[src/rtl/mem_lsu_pkg.sv]
// Shared definitions for the load/store unit: RV32I funct3 codes, FSM states
// and opcode legality helpers.
package mem_lsu_pkg;

   localparam int unsigned REG_BUS      = 32;
   localparam int unsigned REG_ADDR_BUS = 5;

   localparam logic [2:0] F3_B  = 3'b000;
   localparam logic [2:0] F3_H  = 3'b001;
   localparam logic [2:0] F3_W  = 3'b010;
   localparam logic [2:0] F3_BU = 3'b100;
   localparam logic [2:0] F3_HU = 3'b101;

   typedef enum logic [1:0] {
      ST_IDLE = 2'd0,
      ST_REQ  = 2'd1,
      ST_WAIT = 2'd2
   } lsu_state_e;

   function automatic logic f3_valid(input logic is_store, input logic [2:0] f3);
      if (is_store)
         return (f3 == F3_B) || (f3 == F3_H) || (f3 == F3_W);
      return (f3 == F3_B) || (f3 == F3_H) || (f3 == F3_W) ||
             (f3 == F3_BU) || (f3 == F3_HU);
   endfunction

   function automatic logic misaligned(input logic [2:0] f3, input logic [1:0] lane);
      case (f3[1:0])
         2'b01:   return lane[0];
         2'b10:   return |lane;
         default: return 1'b0;
      endcase
   endfunction

endpackage

[src/rtl/mem_lsu_align.sv]
// lsu_align: purely combinational byte-lane steering for stores (be, replicated
// wdata) and sign/zero extension of load data.
module lsu_align
   import mem_lsu_pkg::*;
(
   input  logic [2:0]         funct3_i,
   input  logic [1:0]         lane_i,
   input  logic [REG_BUS-1:0] wdata_i,
   input  logic [REG_BUS-1:0] rdata_i,
   output logic [3:0]         be_o,
   output logic [REG_BUS-1:0] wdata_o,
   output logic [REG_BUS-1:0] rdata_o
);

   logic [7:0]  byte_v;
   logic [15:0] half_v;

   always_comb begin
      byte_v = rdata_i[{lane_i, 3'b000} +: 8];
      half_v = rdata_i[{lane_i[1], 4'b0000} +: 16];

      case (funct3_i[1:0])
         2'b00: begin
            be_o    = 4'b0001 << lane_i;
            wdata_o = {4{wdata_i[7:0]}};
         end
         2'b01: begin
            be_o    = 4'b0011 << {lane_i[1], 1'b0};
            wdata_o = {2{wdata_i[15:0]}};
         end
         default: begin
            be_o    = '1;
            wdata_o = wdata_i;
         end
      endcase

      case (funct3_i)
         F3_B:    rdata_o = {{24{byte_v[7]}}, byte_v};
         F3_BU:   rdata_o = {24'd0, byte_v};
         F3_H:    rdata_o = {{16{half_v[15]}}, half_v};
         F3_HU:   rdata_o = {16'd0, half_v};
         default: rdata_o = rdata_i;
      endcase
   end

endmodule

[src/rtl/mem_lsu.sv]
// mem_lsu: load/store unit with IDLE/REQ/WAIT bus handshake and wait timeout.
// Define MISALIGN_CHECK_EN to reject misaligned half/word accesses with err_o.
module mem_lsu
   import mem_lsu_pkg::*;
#(
   parameter int unsigned MAX_WAIT = 15
) (
   input  logic                    clk,
   input  logic                    rst_n,
   input  logic                    ls_load_i,
   input  logic                    ls_store_i,
   input  logic [2:0]              ls_funct3_i,
   input  logic [REG_BUS-1:0]      ls_addr_i,
   input  logic [REG_BUS-1:0]      ls_wdata_i,
   input  logic                    rd_we_i,
   input  logic [REG_ADDR_BUS-1:0] rd_addr_i,
   input  logic [REG_BUS-1:0]      rd_data_i,
   output logic                    dbus_req_o,
   output logic                    dbus_we_o,
   output logic [REG_BUS-1:0]      dbus_addr_o,
   output logic [3:0]              dbus_be_o,
   output logic [REG_BUS-1:0]      dbus_wdata_o,
   input  logic                    dbus_gnt_i,
   input  logic                    dbus_rvalid_i,
   input  logic [REG_BUS-1:0]      dbus_rdata_i,
   output logic                    rd_we_o,
   output logic [REG_BUS-1:0]      rd_data_o,
   output logic [REG_ADDR_BUS-1:0] rd_addr_o,
   output logic                    stall_o,
   output logic                    err_o
);

   localparam int unsigned CW = $clog2(MAX_WAIT + 1);

   lsu_state_e      state_q, state_d;
   logic [CW-1:0]   cnt_q, cnt_d;
   logic            mem_op, bad_op, timeout;
   logic [REG_BUS-1:0] ld_data;

   lsu_align u_align (
      .funct3_i (ls_funct3_i),
      .lane_i   (ls_addr_i[1:0]),
      .wdata_i  (ls_wdata_i),
      .rdata_i  (dbus_rdata_i),
      .be_o     (dbus_be_o),
      .wdata_o  (dbus_wdata_o),
      .rdata_o  (ld_data)
   );

   assign dbus_we_o   = ls_store_i;
   assign dbus_addr_o = {ls_addr_i[31:2], 2'b00};
   assign rd_addr_o   = rd_addr_i;

   always_comb begin
      mem_op  = ls_load_i | ls_store_i;
`ifdef MISALIGN_CHECK_EN
      bad_op  = ~f3_valid(ls_store_i, ls_funct3_i) | misaligned(ls_funct3_i, ls_addr_i[1:0]);
`else
      bad_op  = ~f3_valid(ls_store_i, ls_funct3_i);
`endif
      // cnt_q counts completed REQ/WAIT cycles, so the current cycle is number cnt_q+1
      timeout = (cnt_q == CW'(MAX_WAIT - 1));

      state_d    = state_q;
      cnt_d      = cnt_q;
      dbus_req_o = 1'b0;
      stall_o    = 1'b0;
      err_o      = 1'b0;
      rd_we_o    = rd_we_i & ~mem_op;
      rd_data_o  = rd_data_i;

      case (state_q)
         ST_IDLE: begin
            if (mem_op) begin
               if (bad_op) begin
                  err_o = 1'b1;
               end else begin
                  dbus_req_o = 1'b1;
                  stall_o    = 1'b1;
                  cnt_d      = '0;
                  state_d    = dbus_gnt_i ? ST_WAIT : ST_REQ;
               end
            end
         end
         ST_REQ: begin
            rd_we_o = 1'b0;
            cnt_d   = cnt_q + CW'(1);
            if (timeout) begin
               err_o   = 1'b1;
               cnt_d   = '0;
               state_d = ST_IDLE;
            end else begin
               dbus_req_o = 1'b1;
               stall_o    = 1'b1;
               if (dbus_gnt_i) state_d = ST_WAIT;
            end
         end
         ST_WAIT: begin
            rd_we_o = 1'b0;
            cnt_d   = cnt_q + CW'(1);
            if (dbus_rvalid_i) begin
               cnt_d   = '0;
               state_d = ST_IDLE;
               if (ls_load_i && !ls_store_i) begin
                  rd_we_o   = 1'b1;
                  rd_data_o = ld_data;
               end
            end else if (timeout) begin
               err_o   = 1'b1;
               cnt_d   = '0;
               state_d = ST_IDLE;
            end else begin
               stall_o = 1'b1;
            end
         end
         default: state_d = ST_IDLE;
      endcase

      // Reset wins over any same-cycle bus or completion activity
      if (rst_n) begin
         dbus_req_o = 1'b0;
         stall_o    = 1'b0;
         err_o      = 1'b0;
         rd_we_o    = 1'b0;
      end
   end

   always_ff @(posedge clk) begin
      if (rst_n) begin
         state_q <= ST_IDLE;
         cnt_q   <= '0;
      end else begin
         state_q <= state_d;
         cnt_q   <= cnt_d;
      end
   end

endmodule
[config.mk]
export PLATFORM = sky130hd
export DESIGN_NAME = mem_lsu
export DESIGN_NICKNAME = d
export VERILOG_FILES = /design/src/rtl/mem_lsu_pkg.sv /design/src/rtl/mem_lsu_align.sv /design/src/rtl/mem_lsu.sv
export SDC_FILE = /design/constraint.sdc
export NUM_CORES = 1
export LEC_CHECK = 0
export CAP_MARGIN = 10
export CORE_AREA = 2 2 99 101
export DETAILED_ROUTE_END_ITERATION = 12
export DIE_AREA = 0 0 101 103
export PLACE_DENSITY = 0.75
export SKIP_CTS_REPAIR_TIMING = 1
export SLEW_MARGIN = 20
export SYNTH_ARGS = -nofsm -noshare
export SYNTH_HDL_FRONTEND = slang
export SYNTH_SLANG_ARGS = --single-unit
[constraint.sdc]
create_clock -name clk -period 1.68 [get_ports clk]
set_input_delay 0.168 -clock clk [delete_from_list [all_inputs] [get_ports clk]]
set_output_delay 0.168 -clock clk [all_outputs]
set_load 0.01 [all_outputs]
-- Word-level counts from Yosys, hierarchy flattened
Cells that the tools add are included.
- $add $sub $neg: 1
- equal/unequal tests: 12
- shifts and indexed selects: 4
- multiplexer cells: 40
- bitwise gates (word level): 3
- reductions and logical operators: 12
- operators with widths (cell ; number):
    one-hot mux 32 bit (4 select lines) ; 1
    2-to-1 mux 32 bit ; 3
    one-hot mux 32 bit (2 select lines) ; 1
    indexed part select 32 x 6 -> 16 bit ; 1
    indexed part select 32 x 6 -> 8 bit ; 1
    2-to-1 mux 1 bit ; 17
    2-to-1 mux 4 bit ; 4
    2-to-1 mux 2 bit ; 7
    one-hot mux 4 bit (3 select lines) ; 1
    one-hot mux 4 bit (2 select lines) ; 1
    == test 3 bit (second input constant) ; 2
    != test 3 bit (second input constant) ; 2
    one-hot mux 1 bit (3 select lines) ; 2
    one-hot mux 2 bit (3 select lines) ; 1
    adder 4 x 1 -> 4 bit (second input constant) ; 1
    == test 2 x 1 -> 1 bit (second input constant) ; 2
    == test 4 bit (second input constant) ; 1
    logical NOT 2 bit ; 2
    logical OR 1 bit ; 4
    != test 2 bit (second input constant) ; 2
    one-hot mux 1 bit (2 select lines) ; 2
    AND reduction 4 bit ; 1
    << shifter 1 x 2 -> 4 bit (first input constant) ; 1
    << shifter 2 x 2 -> 4 bit (first input constant) ; 1
    other kinds (11) ; 11
- bits in registers: 6
- input port bits: 143
- output and inout bits: 110

-- Longest topological paths before layout
- depth in word-level cells: 10
- depth in mapped cells: 7
- gate-level depth less buffers: 6

-- Modules after synthesis
Synthesis repeated with hierarchy kept, for this count alone.
- cells, all modules: 318
- area, all modules: 2526.2 um^2
- modules (own cells, without submodules) (module ; times used ; cells each ; area an instance (um^2) ; sequential area each (um^2)):
    lsu_align ; 1 ; 171 ; 1271.2 ; 0.0
    mem_lsu ; 1 ; 147 ; 1255.0 ; 120.1

-- Worst setup path after synthesis
OpenSTA, ideal clock, no wires.
- path type: flip-flop to output port
- start point: register state_q[0]
- end point: output rd_data_o[21]
- arrival: 1.653 ns
- required time: 1.512 ns
- slack: -0.141 ns
- cell stages (with the launch flop): 8
- buffers on the path: 1
- cell sequence: dfxtp_1 inv_1 ha_1 nand4b_1 nor3_2 clkbuf_1 a21oi_1 o21ai_2
- cells in the longest elaborated chain, start to end: 2
- RTL lines (element ; line ; text):
    from (decl) ; mem_lsu.sv:35 ; lsu_state_e state_q, state_d;
    from (signal assigned) ; mem_lsu.sv:133 ; state_q <= state_d;
    == test 2 bit ; mem_lsu.sv:72 ; case (state_q)
    2-to-1 mux 32 bit ; mem_lsu.sv:72 ;
    to (decl) ; mem_lsu.sv:27 ; output logic [REG_BUS-1:0] rd_data_o,
No other way between the ends.

-- Worst setup path after layout
- start point: register state_q[0]
- end point: output rd_data_o[30]
The elaborated chain is that of the path after synthesis.

==> flow_metrics.tcl <==
set metrics [dict create \
    run_status "finished, violations left" \
    violations "negative setup slack" \
    nets 691 \
    crit_required_ns 1.51 \
    dr.pass1.iters 7 \
    n_antenna_cell 0 \
    cts.sinks 6 \
    cp-start-kind "flip-flop" \
    skew_ns 0.00110 \
    fmax_ghz 0.481 \
    cts_buffers 3 \
    arrival_ns 1.91 \
    layout_common_cells "clkdlybuf4s50_1 (115), buf_4 (71), o21ai_0 (28), buf_2 (28), dlymetal6s2s_1 (26)" \
    dp_hpwl_mm 8.27 \
    min_period_over_period 1.24 \
    start_util 0.237 \
    p_leak_nw 2.30 \
    grt_max_degree 40 \
    avgSynthCellArea_sq_um 6.83 \
    p_total_w 0.00248 \
    grt_pass1_wl_mm 14.5 \
    layout_commonest_cell "clkdlybuf4s50_1" \
    critPathKind "reg -> out" \
    insertion_delay_ns 0.22 \
    io_buffers 180 \
    setup_viol 34 \
    cts_tree "built" \
    max_cap_viol_count 0 \
    core_area_sq_mm 0.00946 \
    async_reset_ff_frac 0 \
    crit_fanout 7 \
    netlist_instances 329 \
    rows 36 \
    antenna_left 0 \
    power.density_mw_per_mm2 500 \
    synth_cell_types 47 \
    maxSlewViolCount 0 \
    synth_warnings 0 \
    multiInputGateArea_sq_mm 0.00195 \
    finalHoldViolCount 0 \
    drive_gt1_frac 0.420 \
    peakVddDrop_mv 0.631 \
    path_clk_slew_ns 0.04 \
    totalWireLength_mm 11.6 \
    io_pins 253 \
    critPathCaptureType "output pin" \
    worstHoldPathType "in -> out" \
    path_cells "inv_4 > ha_4 > nand4b_1 > buf_6 > buf_6 > nor3_4 > buf_6 > clkbuf_16 > a21oi_4 > o21ai_2 > buf_2" \
    synthFlopType "dfxtp_1" \
    setup_slack_ns -0.400 \
    grt_pass1_vias 2984 \
    synth-edff-count 0 \
    cts-htree-levels 1 \
    synth_area_sq_mm 0.00225 \
    antenna_found_initial 0 \
    die-height_microns 103 \
    clock_path_buffers 2 \
    dieArea_sq_mm 0.0104 \
    ys_ff_latch 6 \
    finalWeightedCongestion 0.857 \
    dr.first_iter.drc_count 192 \
    synth.yosys.seq_area_share 0.0535 \
    min_period_ns 2.08 \
    max_stage_delay_ns 0.33 \
    track_usage 0.172 \
    root_buffer "clkbuf_8" \
    vias_per_cell 5.14 \
    dieWidth_microns 101 \
    fillers 881 \
    post-route-drc-count 0 \
    rsz0062_at_grt "true" \
    slowest_stage "dfxtp_2" \
    layout-area-overhead-vs-synth_pct 121 \
    gr-total-overflow 0 \
    vias 3359 \
    hold_slack_ns 0.336 \
    wl_per_cell_microns 17.7 \
    cpMostUsedCell "buf_6" \
    seq_area_sq_um 125 \
]
area by class of cell:
| class | instances | share of cell area |
|---|---|---|
| clock buffers | 3 | 0.00833 |
| repair buffers | 277 | 0.534 |
| inverters | 14 | 0.0111 |
| flip-flops and latches | 6 | 0.0252 |
| multi-input cells | 240 | 0.393 |
| well taps | 114 | 0.0288 |
where the power goes:
part	leakage, nW	internal [W]	switching [W]
logic	2.23	0.00118	0.000885
registers	0.0497	0.000173	0.0000234
clock network	0.0216	0.000154	0.0000664
total	2.30	0.00150	0.000975
kinds of logic after synthesis:
family,synth area share
AOI/OAI and AO/OA,0.364
and+or+nand+nor,0.182
adders and majority gates,0.0334
muxes,0.140
other,0.00167
DFF,0.0535
buffers and inverters,0.225
worst max-delay path, delay by kind of cell (launching register included):
family | cells | cell delay, ns
AOI/OAI and AO/OA | 2 | 0.18
and+or+nand+nor | 2 | 0.25
DFF | 1 | 0.33
buffers and inverters | 6 | 0.79
adders and majority gates | 1 | 0.13
per-stage QoR:
step / setup TNS, ns / cell area (sq um) / cells / worst slack (ns) / util
finish: -8.70 / 4960 / 654 / -0.400 / 0.524
global route: -11.00 / 4960 / 654 / -0.454 / 0.524
CTS: -36.91 / 4370 / 623 / -1.04 / 0.462
detailed placement: -37.71 / 4330 / 620 / -1.03 / 0.458
global placement: -36.79 / 4330 / 620 / -0.994 / 0.458
floorplan: -0.0277 / 2290 / 330 / -0.00825 / -
final timing paths:
check	slack (ns)	from	end	depth (start not counted)
max reg2reg	0.02	state_q[1]$_SDFFE_PP0P_	state_q[0]$_SDFFE_PP0P_	9
min	0.34	ls_addr_i[19]	dbus_addr_o[19]	0
max	-0.40	state_q[0]$_SDFFE_PP0P_	rd_data_o[30]	11
min reg2reg	0.53	cnt_q[2]$_SDFFE_PP0P_	cnt_q[2]$_SDFFE_PP0P_	1
cells in the mapped netlist, types with 3 or more instances:
master / count / share of area
nor2b_1: 7 / 0.019
inv_1: 14 / 0.023
o22ai_1: 3 / 0.0084
mux2i_1: 9 / 0.040
nand2_1: 29 / 0.048
nand3b_1: 8 / 0.027
ha_1: 6 / 0.033
o211ai_1: 16 / 0.053
nor3b_1: 3 / 0.010
o21ai_0: 43 / 0.096
dfxtp_1: 6 / 0.053
nor2_1: 15 / 0.025
o21ai_2: 10 / 0.039
a21oi_1: 28 / 0.062
mux2_2: 18 / 0.090
clkbuf_1: 20 / 0.033
a222oi_1: 7 / 0.031
buf_4: 46 / 0.15
a221oi_1: 7 / 0.027
nand3_1: 3 / 0.0067
sequential cells by signal, summed over array words and instances (netlist names):
signal and flops:
cnt_q 4, state_q 2
per-layer routing:
metal / share of wire / global-route usage
met1: 0.40 / 0.213
met2: 0.50 / 0.305
met3: 0.074 / 0.0264
met4: 0.028 / 0.0572
met5: 0 / 0
Power figures use the tool's default switching activity.
